===== src/rtl/pipeline_hazard_ctrl_pkg.sv =====
// Shared definitions for the pipeline hazard controller: FSM state codes,
// forwarding select codes and the register specifier width.
package pipeline_pkg;

   localparam int REG_ADDR_W = 5;
   localparam int LONG_CNT_W = 4;

   typedef enum logic [1:0] {
      HZ_RUN        = 2'd0,
      HZ_LOAD_STALL = 2'd1,
      HZ_LONG_BUSY  = 2'd2,
      HZ_FLUSH      = 2'd3
   } hz_state_t;

   typedef enum logic [1:0] {
      FWD_REG = 2'b00,
      FWD_WB  = 2'b01,
      FWD_MEM = 2'b10
   } fwd_sel_t;

endpackage


===== src/rtl/pipeline_hazard_ctrl_if.sv =====
// Bundle of pipeline-side signals seen by the hazard controller.
// master: the datapath/decoder side; slave: the hazard controller.
interface pipeline_hazard_ctrl_if
   import pipeline_pkg::*;
   #(parameter int CNT_W = 32);

   logic [REG_ADDR_W-1:0] id_rs, id_rt;
   logic                  id_uses_rs, id_uses_rt;
   logic [REG_ADDR_W-1:0] ex_rs, ex_rt, ex_rd;
   logic                  ex_reg_write, ex_mem_read, ex_long_op, ex_branch_taken;
   logic [REG_ADDR_W-1:0] mem_rd, wb_rd;
   logic                  mem_reg_write, wb_reg_write;

   logic                  pc_stall, ifid_stall, idex_hold, idex_bubble, ifid_flush;
   logic [1:0]            fwd_a, fwd_b, hz_state;
   logic [CNT_W-1:0]      stall_cnt, flush_cnt;

   modport master (
      output id_rs, id_rt, id_uses_rs, id_uses_rt, ex_rs, ex_rt, ex_rd,
             ex_reg_write, ex_mem_read, ex_long_op, ex_branch_taken,
             mem_rd, wb_rd, mem_reg_write, wb_reg_write,
      input  pc_stall, ifid_stall, idex_hold, idex_bubble, ifid_flush,
             fwd_a, fwd_b, hz_state, stall_cnt, flush_cnt
   );

   modport slave (
      input  id_rs, id_rt, id_uses_rs, id_uses_rt, ex_rs, ex_rt, ex_rd,
             ex_reg_write, ex_mem_read, ex_long_op, ex_branch_taken,
             mem_rd, wb_rd, mem_reg_write, wb_reg_write,
      output pc_stall, ifid_stall, idex_hold, idex_bubble, ifid_flush,
             fwd_a, fwd_b, hz_state, stall_cnt, flush_cnt
   );

endinterface


===== src/rtl/pipeline_hazard_ctrl_forward_unit.sv =====
// Combinational ALU operand bypass select for one source specifier.
// MEM result beats WB result; register 0 is never bypassed.
module forward_unit
   import pipeline_pkg::*;
(
   input  logic [REG_ADDR_W-1:0] i_src,
   input  logic [REG_ADDR_W-1:0] i_mem_rd,
   input  logic                  i_mem_reg_write,
   input  logic [REG_ADDR_W-1:0] i_wb_rd,
   input  logic                  i_wb_reg_write,
   output fwd_sel_t              o_sel
);

   // Pick the youngest in-flight producer of the source register.
   always_comb begin
      o_sel = FWD_REG;
      if (i_src != '0) begin
         if (i_mem_reg_write && (i_mem_rd == i_src))
            o_sel = FWD_MEM;
         else if (i_wb_reg_write && (i_wb_rd == i_src))
            o_sel = FWD_WB;
      end
   end

endmodule


===== src/rtl/pipeline_hazard_ctrl.sv =====
// Hazard controller for the 5-stage pipeline: load-use stall, long-latency
// EX sequencing, taken-branch squash and operand forwarding selects.
// Optional performance counters are built when HAZARD_PERF_CNT_EN is defined.
module pipeline_hazard_ctrl
   import pipeline_pkg::*;
#(
   parameter int LONG_OP_LAT = 4,
   parameter int CNT_W       = 32
)(
   input  logic                   clk,
   input  logic                   reset,
   pipeline_hazard_ctrl_if.slave  bus
);

   // Counter preload: the RUN issue cycle plus LONG_OP_LAT-1 busy cycles.
   localparam logic [LONG_CNT_W-1:0] LONG_LOAD = LONG_CNT_W'(LONG_OP_LAT - 2);

   hz_state_t             r_state, w_state_nxt;
   logic [LONG_CNT_W-1:0] r_cnt, w_cnt_nxt;
   logic                  w_load_use;
   logic                  w_pc_stall, w_idex_hold, w_idex_bubble, w_ifid_flush;
   fwd_sel_t              w_fwd_a, w_fwd_b;

   assign w_load_use = bus.ex_mem_read && (bus.ex_rd != '0) &&
                       ((bus.id_uses_rs && (bus.id_rs == bus.ex_rd)) ||
                        (bus.id_uses_rt && (bus.id_rt == bus.ex_rd)));

   forward_unit u_fwd_a (
      .i_src           (bus.ex_rs),
      .i_mem_rd        (bus.mem_rd),
      .i_mem_reg_write (bus.mem_reg_write),
      .i_wb_rd         (bus.wb_rd),
      .i_wb_reg_write  (bus.wb_reg_write),
      .o_sel           (w_fwd_a)
   );

   forward_unit u_fwd_b (
      .i_src           (bus.ex_rt),
      .i_mem_rd        (bus.mem_rd),
      .i_mem_reg_write (bus.mem_reg_write),
      .i_wb_rd         (bus.wb_rd),
      .i_wb_reg_write  (bus.wb_reg_write),
      .o_sel           (w_fwd_b)
   );

   // Hazard FSM state and long-op down-counter.
   always_ff @(posedge clk or negedge reset) begin
      if (!reset) begin
         r_state <= HZ_RUN;
         r_cnt   <= '0;
      end else begin
         r_state <= w_state_nxt;
         r_cnt   <= w_cnt_nxt;
      end
   end

   // Next state and pipeline controls; branch beats long op beats load-use.
   always_comb begin
      w_state_nxt   = r_state;
      w_cnt_nxt     = r_cnt;
      w_pc_stall    = 1'b0;
      w_idex_hold   = 1'b0;
      w_idex_bubble = 1'b0;
      w_ifid_flush  = 1'b0;
      case (r_state)
         HZ_RUN: begin
            if (bus.ex_branch_taken) begin
               w_ifid_flush  = 1'b1;
               w_idex_bubble = 1'b1;
               w_state_nxt   = HZ_FLUSH;
            end else if (bus.ex_long_op) begin
               w_pc_stall  = 1'b1;
               w_idex_hold = 1'b1;
               w_cnt_nxt   = LONG_LOAD;
               w_state_nxt = HZ_LONG_BUSY;
            end else if (w_load_use) begin
               w_pc_stall    = 1'b1;
               w_idex_bubble = 1'b1;
               w_state_nxt   = HZ_LOAD_STALL;
            end
         end
         HZ_LOAD_STALL: w_state_nxt = HZ_RUN;
         HZ_LONG_BUSY: begin
            w_pc_stall  = 1'b1;
            w_idex_hold = 1'b1;
            if (r_cnt == '0)
               w_state_nxt = HZ_RUN;
            else
               w_cnt_nxt = r_cnt - 1'b1;
         end
         HZ_FLUSH: w_state_nxt = HZ_RUN;
         default: begin
            w_state_nxt = HZ_RUN;
            w_cnt_nxt   = '0;
         end
      endcase
   end

   // Controls are forced quiet while reset is held, independent of the clock.
   assign bus.pc_stall    = reset & w_pc_stall;
   assign bus.ifid_stall  = reset & w_pc_stall;
   assign bus.idex_hold   = reset & w_idex_hold;
   assign bus.idex_bubble = reset & w_idex_bubble;
   assign bus.ifid_flush  = reset & w_ifid_flush;
   assign bus.fwd_a       = reset ? w_fwd_a : FWD_REG;
   assign bus.fwd_b       = reset ? w_fwd_b : FWD_REG;
   assign bus.hz_state    = r_state;

`ifdef HAZARD_PERF_CNT_EN
   logic [CNT_W-1:0] r_stall_cnt, r_flush_cnt;

   // Free-running stall/flush event counters, cleared only by reset.
   always_ff @(posedge clk or negedge reset) begin
      if (!reset) begin
         r_stall_cnt <= '0;
         r_flush_cnt <= '0;
      end else begin
         if (w_pc_stall)   r_stall_cnt <= r_stall_cnt + CNT_W'(1);
         if (w_ifid_flush) r_flush_cnt <= r_flush_cnt + CNT_W'(1);
      end
   end

   assign bus.stall_cnt = r_stall_cnt;
   assign bus.flush_cnt = r_flush_cnt;
`else
   assign bus.stall_cnt = '0;
   assign bus.flush_cnt = '0;
`endif

endmodule


===== src/flat_wrapper.sv =====
// flat-port wrapper written by rule: the top's interface ports become plain ports
module pipeline_hazard_ctrl_flat import pipeline_pkg::*;
#(
   parameter int LONG_OP_LAT = 4,
   parameter int CNT_W       = 32
)
  (clk, reset, bus_id_rs, bus_id_rt, bus_id_uses_rs, bus_id_uses_rt, bus_ex_rs, bus_ex_rt, bus_ex_rd, bus_ex_reg_write, bus_ex_mem_read, bus_ex_long_op, bus_ex_branch_taken, bus_mem_rd, bus_wb_rd, bus_mem_reg_write, bus_wb_reg_write, bus_pc_stall, bus_ifid_stall, bus_idex_hold, bus_idex_bubble, bus_ifid_flush, bus_fwd_a, bus_fwd_b, bus_hz_state, bus_stall_cnt, bus_flush_cnt);
  pipeline_hazard_ctrl_if #(.CNT_W(CNT_W)) bus_i ();
  input  logic clk;
  input  logic reset;
  input wire logic [$bits(bus_i.id_rs)-1:0] bus_id_rs;
  input wire logic [$bits(bus_i.id_rt)-1:0] bus_id_rt;
  input wire logic [$bits(bus_i.id_uses_rs)-1:0] bus_id_uses_rs;
  input wire logic [$bits(bus_i.id_uses_rt)-1:0] bus_id_uses_rt;
  input wire logic [$bits(bus_i.ex_rs)-1:0] bus_ex_rs;
  input wire logic [$bits(bus_i.ex_rt)-1:0] bus_ex_rt;
  input wire logic [$bits(bus_i.ex_rd)-1:0] bus_ex_rd;
  input wire logic [$bits(bus_i.ex_reg_write)-1:0] bus_ex_reg_write;
  input wire logic [$bits(bus_i.ex_mem_read)-1:0] bus_ex_mem_read;
  input wire logic [$bits(bus_i.ex_long_op)-1:0] bus_ex_long_op;
  input wire logic [$bits(bus_i.ex_branch_taken)-1:0] bus_ex_branch_taken;
  input wire logic [$bits(bus_i.mem_rd)-1:0] bus_mem_rd;
  input wire logic [$bits(bus_i.wb_rd)-1:0] bus_wb_rd;
  input wire logic [$bits(bus_i.mem_reg_write)-1:0] bus_mem_reg_write;
  input wire logic [$bits(bus_i.wb_reg_write)-1:0] bus_wb_reg_write;
  output wire logic [$bits(bus_i.pc_stall)-1:0] bus_pc_stall;
  output wire logic [$bits(bus_i.ifid_stall)-1:0] bus_ifid_stall;
  output wire logic [$bits(bus_i.idex_hold)-1:0] bus_idex_hold;
  output wire logic [$bits(bus_i.idex_bubble)-1:0] bus_idex_bubble;
  output wire logic [$bits(bus_i.ifid_flush)-1:0] bus_ifid_flush;
  output wire logic [$bits(bus_i.fwd_a)-1:0] bus_fwd_a;
  output wire logic [$bits(bus_i.fwd_b)-1:0] bus_fwd_b;
  output wire logic [$bits(bus_i.hz_state)-1:0] bus_hz_state;
  output wire logic [$bits(bus_i.stall_cnt)-1:0] bus_stall_cnt;
  output wire logic [$bits(bus_i.flush_cnt)-1:0] bus_flush_cnt;
  assign bus_i.id_rs = bus_id_rs;
  assign bus_i.id_rt = bus_id_rt;
  assign bus_i.id_uses_rs = bus_id_uses_rs;
  assign bus_i.id_uses_rt = bus_id_uses_rt;
  assign bus_i.ex_rs = bus_ex_rs;
  assign bus_i.ex_rt = bus_ex_rt;
  assign bus_i.ex_rd = bus_ex_rd;
  assign bus_i.ex_reg_write = bus_ex_reg_write;
  assign bus_i.ex_mem_read = bus_ex_mem_read;
  assign bus_i.ex_long_op = bus_ex_long_op;
  assign bus_i.ex_branch_taken = bus_ex_branch_taken;
  assign bus_i.mem_rd = bus_mem_rd;
  assign bus_i.wb_rd = bus_wb_rd;
  assign bus_i.mem_reg_write = bus_mem_reg_write;
  assign bus_i.wb_reg_write = bus_wb_reg_write;
  assign bus_pc_stall = bus_i.pc_stall;
  assign bus_ifid_stall = bus_i.ifid_stall;
  assign bus_idex_hold = bus_i.idex_hold;
  assign bus_idex_bubble = bus_i.idex_bubble;
  assign bus_ifid_flush = bus_i.ifid_flush;
  assign bus_fwd_a = bus_i.fwd_a;
  assign bus_fwd_b = bus_i.fwd_b;
  assign bus_hz_state = bus_i.hz_state;
  assign bus_stall_cnt = bus_i.stall_cnt;
  assign bus_flush_cnt = bus_i.flush_cnt;
  pipeline_hazard_ctrl #(.LONG_OP_LAT(LONG_OP_LAT), .CNT_W(CNT_W)) u_core (.clk(clk), .reset(reset), .bus(bus_i));
endmodule

===== config.mk =====
export PLATFORM = sky130hd
export DESIGN_NAME = pipeline_hazard_ctrl_flat
export DESIGN_NICKNAME = d
export VERILOG_FILES = /design/src/rtl/pipeline_hazard_ctrl_pkg.sv /design/src/rtl/pipeline_hazard_ctrl_if.sv /design/src/rtl/pipeline_hazard_ctrl_forward_unit.sv /design/src/rtl/pipeline_hazard_ctrl.sv /design/src/flat_wrapper.sv
export SDC_FILE = /design/constraint.sdc
export NUM_CORES = 1
export LEC_CHECK = 0
export CAP_MARGIN = 30
export CORE_UTILIZATION = 34
export DETAILED_ROUTE_END_ITERATION = 8
export GPL_TIMING_DRIVEN = 1
export PLACE_DENSITY_LB_ADDON = 0.3
export SETUP_SLACK_MARGIN = 0.1
export SYNTH_ARGS = -nofsm -noshare
export SYNTH_HDL_FRONTEND = slang
export SYNTH_HIERARCHICAL = 1
export SYNTH_SLANG_ARGS = --single-unit

===== constraint.sdc =====
create_clock -name clk -period 2.55 [get_ports clk]
set_clock_uncertainty 0.15 [all_clocks]
set_input_delay 0.255 -clock clk [delete_from_list [all_inputs] [get_ports clk]]
set_output_delay 0.255 -clock clk [all_outputs]
set_load 0.05 [all_outputs]

==> results_dict.tcl <==
set metrics [dict create \
    finalNetCount 271 \
    path_max_fanout 3 \
    max_clock_freq_mhz 429 \
    crit_path_cell_trace "clkdlybuf4s50_1 > xor2_1 > nor4_1 > nand3_1 > nor4b_1 > and2_1 > buf_4" \
    maxSlewHeadroom 0.653 \
    p_sw_uw 613 \
    vdd_ir_drop_max_v 0.000193 \
    wl_per_cell_um 10.0 \
    dr.pass1.iters 7 \
    tightest_slew_ns 0.520 \
    totalPowerFinal_uw 1140 \
    wirelength_mm 2.70 \
    grt_pass1_vias 914 \
    antenna_left 0 \
    seqPwrFrac 0.174 \
    worstReg2RegEnd "u_core/r_cnt[2]$_DFFE_PN0P_" \
    yosys_warnings 6 \
    grtUsageTotal 0.132 \
    place.detailed.hpwl_mm 2.40 \
    synth_edf_count 0 \
    violations "DRC" \
    cts_max_path_buffers 2 \
    portBuffers 54 \
    cp.required_ns 2.14 \
    num_io_pins 120 \
    ys_seq_area_frac 0.116 \
    initial_core_util 0.355 \
    intPower_uw 531 \
    met2_length_mm 1.47 \
    finalCritPeriodShare 0.913 \
    syn-instance-count 167 \
    p_leak_uw 0.000807 \
    fin_crit_ns 2.33 \
    combPwrFrac 0.698 \
    cts_hold_buf 0 \
    finalSetupViolations 0 \
    cts.sinks 6 \
    fin_cells 270 \
    antenna_found_initial 0 \
    synth_async_sr_flop_share 1.00 \
    antennaDiodeCount 0 \
    drt-initial-drc-count 37 \
    crit_path_max_incr_delay_ns 0.48 \
    rr_worst_depth 6 \
    wl_met3_um 142 \
    synth_ff_type "dfrtp_1" \
    via_count 1105 \
    dieHeight_um 63.8 \
    ys_ff_latch 6 \
    grt_max_degree 12 \
    area_delta_synth_final_pct 38.6 \
    cts_resized 0 \
    rr_startpoint "u_core/r_cnt[0]$_DFFE_PN0P_" \
    postCtsSetupBuffers 0 \
    outcome "complete, but fails checks" \
    slowest_stage "clkdlybuf4s50_1" \
    highest_layer "met4" \
    cts_tree "yes" \
    arrival_ns 1.92 \
    setup_tns_ns 0 \
    worstSetupStartpointType "primary input" \
    syn_area_um2 1300 \
    worstSetupPathType "in -> out" \
    clk_pin_slew_ns 0.04 \
    overflow 0 \
    drive_gt1_frac 0.0946 \
    clkLatencyLatePin_ns 0.23 \
    avgSynthCellArea_um2 7.78 \
    fp-row-count 22 \
    fillers 365 \
    numCtsBuffers 3 \
    power.density_nw_per_um2 635 \
    gp_congestion 0.803 \
    place_area_um2 1740 \
    grt_setup_unrepaired "no" \
    clkPwrFrac 0.128 \
    maxCapViolations 0 \
    viasPerCell 4.09 \
    wl_met1_um 969 \
    hold_viol_final 0 \
    post-place-cells 267 \
    die_x_um 63.8 \
    p_sw_frac 0.536 \
    maxSlewViolCount 0 \
    core_um2 3660 \
    ys_types 30 \
    setup.worst_path.end_class "primary output" \
    grt_pass1_wl_mm 4.08 \
    r2r_slack_ns 0.73 \
    clockRootBuffer "clkbuf_8" \
    drc 1 \
    hold_path.class "in -> async" \
    htree_levels 1 \
    fp.dieArea_um2 4070 \
    stdcell_area_um2 1800 \
]
## cell usage after synthesis (all sizes together), types with 3 or more instances
master  number  area, µm²
nand2        6       22.5
a21oi        3       15.0
buf         65        488
xnor2       15        131
nor2         9       33.8
and2         5       31.3
inv          4       15.0
dfrtp        6        150
nor4         5       31.3
or4          4       30.0
o21ai        5       25.0
xor2        17        149
## critical path, delay by kind of cell
family        cells  cell delay, ns
buf+inv           2            0.66
xor+xnor          1            0.19
simple gates      4            0.82
## kinds of logic after synthesis
family | Yosys count | synth area share
buf+inv | 70 | 0.390
simple gates | 43 | 0.195
xor+xnor | 32 | 0.216
compound gates | 13 | 0.0617
flops | 6 | 0.116
fa+ha+maj | 2 | 0.0193
other cells | 1 | 0.00289
## layer usage
metal | track usage | up-vias
met5 | 0 | -
met4 | 0.108 | 0
met3 | 0.0125 | 8
met1 | 0.132 | 498
met2 | 0.246 | 63
li1 | - | 536
## state kept, by name, indices dropped and copies added (netlist names)
| signal | cells |
|---|---|
| u_core/bus.hz_state | 2 |
| u_core/r_cnt | 4 |
## worst max path at each step
| stage | startpoint | end | slack (ns) | depth (start not counted) |
|---|---|---|---|---|
| 2_1_floorplan | u_core/bus.hz_state[0]$_DFFE_PN0P_ | bus_pc_stall | -0.006 | 4 |
| 4_1_cts | bus_ex_rd[1] | bus_pc_stall | 0.18 | 6 |
| 5_1_grt | bus_ex_rt[3] | bus_fwd_b[0] | 0.12 | 7 |
| 3_5_place_dp | bus_ex_rd[1] | bus_pc_stall | 0.18 | 6 |
| 3_3_place_gp | bus_ex_rd[1] | bus_ifid_stall | 0.17 | 6 |
| 6_report | bus_ex_rt[2] | bus_fwd_b[0] | 0.22 | 7 |
## layout make-up
| cell class | count | area (µm²) | area share |
|---|---|---|---|
| sequential | 6 | 150 | 0.0834 |
| clock buffer | 3 | 41.3 | 0.0229 |
| multi-input combinational | 154 | 921 | 0.511 |
| tap | 48 | 60.1 | 0.0334 |
| timing repair buffer | 55 | 613 | 0.341 |
| inverter | 4 | 15.0 | 0.00834 |
## power groups by stage
stage                     registers (µW)  logic, µW  clock network (µW)
after floorplan                      221        599                   0
after global placement               198        779                   0
after detailed placement             201        790                   0
after CTS                            200        792                 149
after global routing                 208        852                 153
final                                199        798                 147
## placed cells by master (no fill, tap or decap), types with 2 or more instances in the layout
master / count
conb_1: 64
clkdlybuf4s50_1: 45
xor2_1: 17
xnor2_1: 15
nor2_1: 8
buf_12: 7
nand2_1: 6
dfrtp_1: 6
and2_1: 4
nor4_1: 4
or4_1: 4
o21ai_0: 4
clkbuf_8: 3
buf_4: 3
inv_1: 3
a21oi_1: 3
or3_1: 2
or4b_1: 2
ha_1: 2
nand4_1: 2
nand3_1: 2
nor4b_1: 2
## per-stage QoR
step / setup WS (ns) / utilization / hold slack (ns)
2_1_floorplan: -0.00638 / - / -0.191
6_report: 0.221 / 0.492 / 0.0849
5_1_grt: 0.122 / 0.492 / 0.105
4_1_cts: 0.178 / 0.486 / 0.0877
3_3_place_gp: 0.170 / 0.475 / 0.326
3_5_place_dp: 0.178 / 0.475 / 0.329
Note: power is estimated with default switching activity, not from simulation.
